`config.mk`:
```
export PLATFORM = sky130hd
export DESIGN_NAME = adder_operand_sequencer
export DESIGN_NICKNAME = d
export VERILOG_FILES = /design/src/rtl/adder_operand_sequencer.sv
export SDC_FILE = /design/constraint.sdc
export NUM_CORES = 1
export LEC_CHECK = 0
export CORE_ASPECT_RATIO = 1.4
export CORE_MARGIN = 8
export CORE_UTILIZATION = 41
export DETAILED_ROUTE_END_ITERATION = 8
export MAX_ROUTING_LAYER = met4
export PLACE_DENSITY = 0.73
export SLEW_MARGIN = 20
export SYNTH_ARGS = -nofsm -noshare
export SYNTH_HDL_FRONTEND = slang
export SYNTH_SLANG_ARGS = --single-unit
```
`constraint.sdc`:
```
create_clock -name clk -period 4 [get_ports clk]
set_input_delay 0.6 -clock clk [delete_from_list [all_inputs] [get_ports clk]]
set_output_delay 0.6 -clock clk [all_outputs]
set_load 0.1 [all_outputs]
```
`src/rtl/adder_operand_sequencer.sv`:
```
// Byte-serial feeder for a wide combinational adder: assembles a, b and cin
// from a byte stream, drives them for one settle cycle, then holds the captured sum.
module adder_operand_sequencer #(
    parameter int WIDTH   = 32,
    parameter int COUNT_W = 16
) (
    input  logic               clk,
    input  logic               rst_n,
    input  logic [7:0]         in_data,
    input  logic               in_valid,
    output logic               in_ready,
    output logic [WIDTH-1:0]   a_o,
    output logic [WIDTH-1:0]   b_o,
    output logic               cin_o,
    input  logic [WIDTH-1:0]   sum_i,
    input  logic               cout_i,
    output logic [WIDTH-1:0]   res_sum,
    output logic               res_cout,
    output logic               res_valid,
    input  logic               res_ready,
    output logic [COUNT_W-1:0] op_count
);

    localparam int NB    = WIDTH / 8;
    localparam int IDX_W = (NB > 1) ? $clog2(NB) : 1;
    localparam logic [IDX_W-1:0] IDX_LAST = IDX_W'(NB - 1);

    typedef enum logic [2:0] {
        LOAD_A,
        LOAD_B,
        LOAD_C,
        EXEC,
        HOLD
    } state_t;

    state_t           state;
    logic [IDX_W-1:0] idx;
    logic [WIDTH-1:0] shadow_a;
    logic [WIDTH-1:0] shadow_b;
    logic             byte_xfer;
    logic             res_xfer;

    assign byte_xfer = in_valid && in_ready;
    assign res_xfer  = res_valid && res_ready;

    // in_ready is a registered flag: high in the LOAD states, low from the
    // cin transfer until the cycle after the result leaves.
    always_ff @(posedge clk or negedge rst_n) begin
        if (!rst_n) begin
            state     <= LOAD_A;
            idx       <= '0;
            shadow_a  <= '0;
            shadow_b  <= '0;
            a_o       <= '0;
            b_o       <= '0;
            cin_o     <= 1'b0;
            res_sum   <= '0;
            res_cout  <= 1'b0;
            res_valid <= 1'b0;
            op_count  <= '0;
            in_ready  <= 1'b1;
        end else begin
            case (state)
                LOAD_A: begin
                    if (byte_xfer) begin
                        shadow_a[8*idx +: 8] <= in_data;
                        if (idx == IDX_LAST) begin
                            idx   <= '0;
                            state <= LOAD_B;
                        end else begin
                            idx <= idx + 1'b1;
                        end
                    end
                end
                LOAD_B: begin
                    if (byte_xfer) begin
                        shadow_b[8*idx +: 8] <= in_data;
                        if (idx == IDX_LAST) begin
                            idx   <= '0;
                            state <= LOAD_C;
                        end else begin
                            idx <= idx + 1'b1;
                        end
                    end
                end
                LOAD_C: begin
                    // Adder inputs change only here, so the adder sees one stable
                    // operand set for the whole EXEC cycle.
                    if (byte_xfer) begin
                        cin_o    <= in_data[0];
                        a_o      <= shadow_a;
                        b_o      <= shadow_b;
                        in_ready <= 1'b0;
                        state    <= EXEC;
                    end
                end
                EXEC: begin
                    res_sum   <= sum_i;
                    res_cout  <= cout_i;
                    res_valid <= 1'b1;
                    state     <= HOLD;
                end
                HOLD: begin
                    if (res_xfer) begin
                        res_valid <= 1'b0;
                        op_count  <= op_count + 1'b1;
                        in_ready  <= 1'b1;
                        state     <= LOAD_A;
                    end
                end
                default: begin
                    state     <= LOAD_A;
                    idx       <= '0;
                    res_valid <= 1'b0;
                    in_ready  <= 1'b1;
                end
            endcase
        end
    end

endmodule

```
==> flow_summary_export.csv <==
group,metric,value,unit
cells_and_area,nets,706,
logic_synthesis,yosysTopAreaCell,"dfrtp_1",
logic_synthesis,synth_compound_area_frac,0.0293,
cells_and_area,layout-drive-gt1-share,0.175,
logic_synthesis,synth_top_cells_by_area,"dfrtp_1 63%, mux2_2 11%, mux2_1 11%",
worst_setup_path,reg2regPathDepth,6,
run_status,status,"finished, final reports clean",
cells_and_area,layout_common_cells,"184 x dfrtp_1, 159 x clkdlybuf4s50_1, 75 x mux2_2, 72 x mux2_1, 20 x and2_1",
sta,fmax,0.358,GHz
worst_setup_path,cp_slowest_cell,"clkdlybuf4s50_1",
logic_synthesis,synthMuxAreaShare,0.225,
clocking,clock_path_buffers,2,
clocking,clock-sinks,185,
floorplanning,die_height,174,microns
placed_design,placed_cells,876,
power,p_leak,0.00458,uW
clocking,holdBufCountCts,0,
min_path,holdCritPathClass,"input pin to async pin",
worst_setup_path,worstPathRequired,3400,ps
clocking,clock_latency,420,ps
clocking,cts_tree,"built",
sta,fin_crit,2790,ps
worst_setup_path,critPathLaunchType,"flop",
worst_setup_path,path_delay_family,"buffers and inverters",
clocking,clk_pin_slew,70,ps
drt,wl_per_cell,19.2,microns
power,total_power,6560,uW
drt,drcViolationCount,0,
sta,holdWs,298,ps
logic_synthesis,yosysSeqAreaShare,0.630,
logic_synthesis,ys.flop_type,"dfrtp_1",
logic_synthesis,syn_nets,545,
placed_design,preCtsSetupSlack,1390,ps
sta,grt_setup_unrepaired,"false",
clocking,h-tree-depth,4,
cells_and_area,final_common_cell,"dfrtp_1",
drt,firstDrtPassIters,4,
power,irDropWorstVdd,0.678,mV
drt,drt_iter0_markers,256,
cells_and_area,syn2layout_area_growth,32.7,%
worst_setup_path,worstSetupPathType,"flop to primary output",
logic_synthesis,synth_top_family_by_area,"multiplexers",
clocking,postCtsSetupRepairBufs,0,
drt,dr_total_vias,4569,
worst_setup_path,crit_path_cell_trace,"clkdlybuf4s50_1",
logic_synthesis,synth-simple-area-share,0.0697,
logic_synthesis,synthCells,494,
worst_setup_path,crit_path_max_fanout,7,
floorplanning,die_w,129,microns
cells_and_area,fin_cells,908,
sta,period_share,0.699,
floorplanning,std_cell_rows,58,
global_route,grt_pass1_vias,5091,
drt,ant_nets,0,
sta,slew_viol_final,0,
floorplanning,start_util,0.414,
logic_synthesis,ys_warn_count,0,
worst_setup_path,cpPeakStageDelay,1170,ps
global_route,antenna_found_initial,0,
logic_synthesis,avgSynthCellArea,14.9,sq um
job,cap_viol_max_count,0,
global_route,grtUsageTotal,0.168,
placed_design,gp_congestion,0.780,
logic_synthesis,ys_seq_elements,185,
logic_synthesis,postSynth.asyncResetShare,1.00,
logic_synthesis,synth.cell_area,7360,sq um
cells_and_area,n_antenna_cell,0,
clocking,cts.repair.resized,0,
clocking,cts_buffers,17,
worst_setup_path,crit_path_end_kind,"primary output",
worst_setup_path,worstPathBufferInverterCount,1,
sta,setup_viol,0,
global_route,gr-total-overflow,0,
placed_design,io_buffers,160,
worst_setup_path,critical_path_depth,1,
logic_synthesis,synth_fa_ha_area_frac,0.0102,
floorplanning,die_area,22500,sq um
sta,worst_pin_slew,1040,ps
sta,fin_tns_setup,0,ps
sta,fin_skew,8.18,ps
global_route,grt_max_degree,121,
power,power_density,672,nW/um^2
clocking,cts-root-buf,"clkbuf_16",
drt,drt_wl_total,17.4,mm
logic_synthesis,yosys.area_share.xor_xnor,0.0179,
sta,fin_ws,1210,ps
logic_synthesis,synth_edf_count,0,
sta,slew-limit-headroom,0.302,
worst_setup_path,arrival,2190,ps
drt,via_per_inst,5.03,
logic_synthesis,yosysTopAreaCellShare,0.626,
sta,hold_violations,0,
placed_design,hpwl,12.9,mm
floorplanning,core,17800,sq um
floorplanning,pin_count,161,
global_route,grt_pass1_wl,28.3,mm
logic_synthesis,synth_cell_types,36,
==> metal layers <==
metal,vias to the layer above,GRT usage,share of wire
met5,-,-,0
met2,131,0.293,0.56
li1,2065,-,-
met1,2351,0.177,0.37
met3,22,0.0448,0.051
met4,0,0.0629,0.019
==> logic make-up (layout without fill, tap and decap cells) <==
kind of cell,after synthesis,after routing
flip-flops,185,185
multiplexers,147,147
XOR/XNOR,15,15
AO/OA/AOI/OAI,27,27
adder cells (fa/ha/maj),6,6
AND/OR/NAND/NOR,88,88
buffers and inverters,26,200
==> cells in the mapped netlist, types with 3 or more instances <==
library cell,count
and2_1,20
dfrtp_1,184
inv_1,3
nor3_1,6
a21oi_1,3
ha_1,6
mux2_2,75
buf_2,18
nor2_1,11
xor2_1,4
nor4_1,4
nand4_1,6
a22o_1,15
and3_1,8
nand3_1,8
xnor2_1,11
nor2b_1,3
nand2_1,12
mux2_1,72
==> final timing paths <==
kind / start / end / slack [ps]
min: rst_n / shadow_a[20]$_DFFE_PN0P_ / 300
max reg2reg: idx[0]$_DFFE_PN0P_ / shadow_a[21]$_DFFE_PN0P_ / 1750
max: in_ready$_DFFE_PN1P_ / in_ready / 1210
min in group clk: b_o[26]$_DFFE_PN0P_ / b_o[26]$_DFFE_PN0P_ / 490
min reg2reg: b_o[26]$_DFFE_PN0P_ / b_o[26]$_DFFE_PN0P_ / 490
max in group asynchronous: rst_n / res_sum[0]$_DFFE_PN0P_ / 2800
==> per-stage QoR <==
stage	area, sq um	utilization
2_1_floorplan	7360	-
3_3_place_gp	9190	0.517
3_5_place_dp	9190	0.517
4_1_cts	9760	0.549
5_1_grt	9760	0.549
6_report	9760	0.549
==> report_power, final <==
group | switching [uW] | internal, uW
Sequential | 206 | 2200
Clock | 740 | 891
Combinational | 1880 | 640
==> worst reg2reg max path: cells and delay by family, from the launching register on <==
| family | cells | cell delay, ps |
|---|---|---|
| fa+ha+maj | 1 | 410 |
| buf+inv | 1 | 150 |
| flops | 1 | 460 |
| mux | 1 | 170 |
| simple gates | 3 | 1010 |
==> state kept, by name (all words and copies together) (netlist names) <==
register / cells
a_o: 32
b_o: 32
res_sum: 32
shadow_a: 32
shadow_b: 32
op_count: 16
state: 3
idx: 2
cin_o: 1
in_ready: 1
res_cout: 1
res_valid: 1
==> layout make-up <==
| cell class | instances | area, sq um |
|---|---|---|
| fill | 1482 | 8020 |
| sequential | 185 | 4630 |
| multi-input combinational | 283 | 2590 |
| timing repair buffer | 164 | 1650 |
| clock buffer | 18 | 439 |
| tap | 240 | 300 |
| clock inverter | 14 | 136 |
| inverter | 4 | 15.0 |
Note: power is estimated with default switching activity, not from simulation.
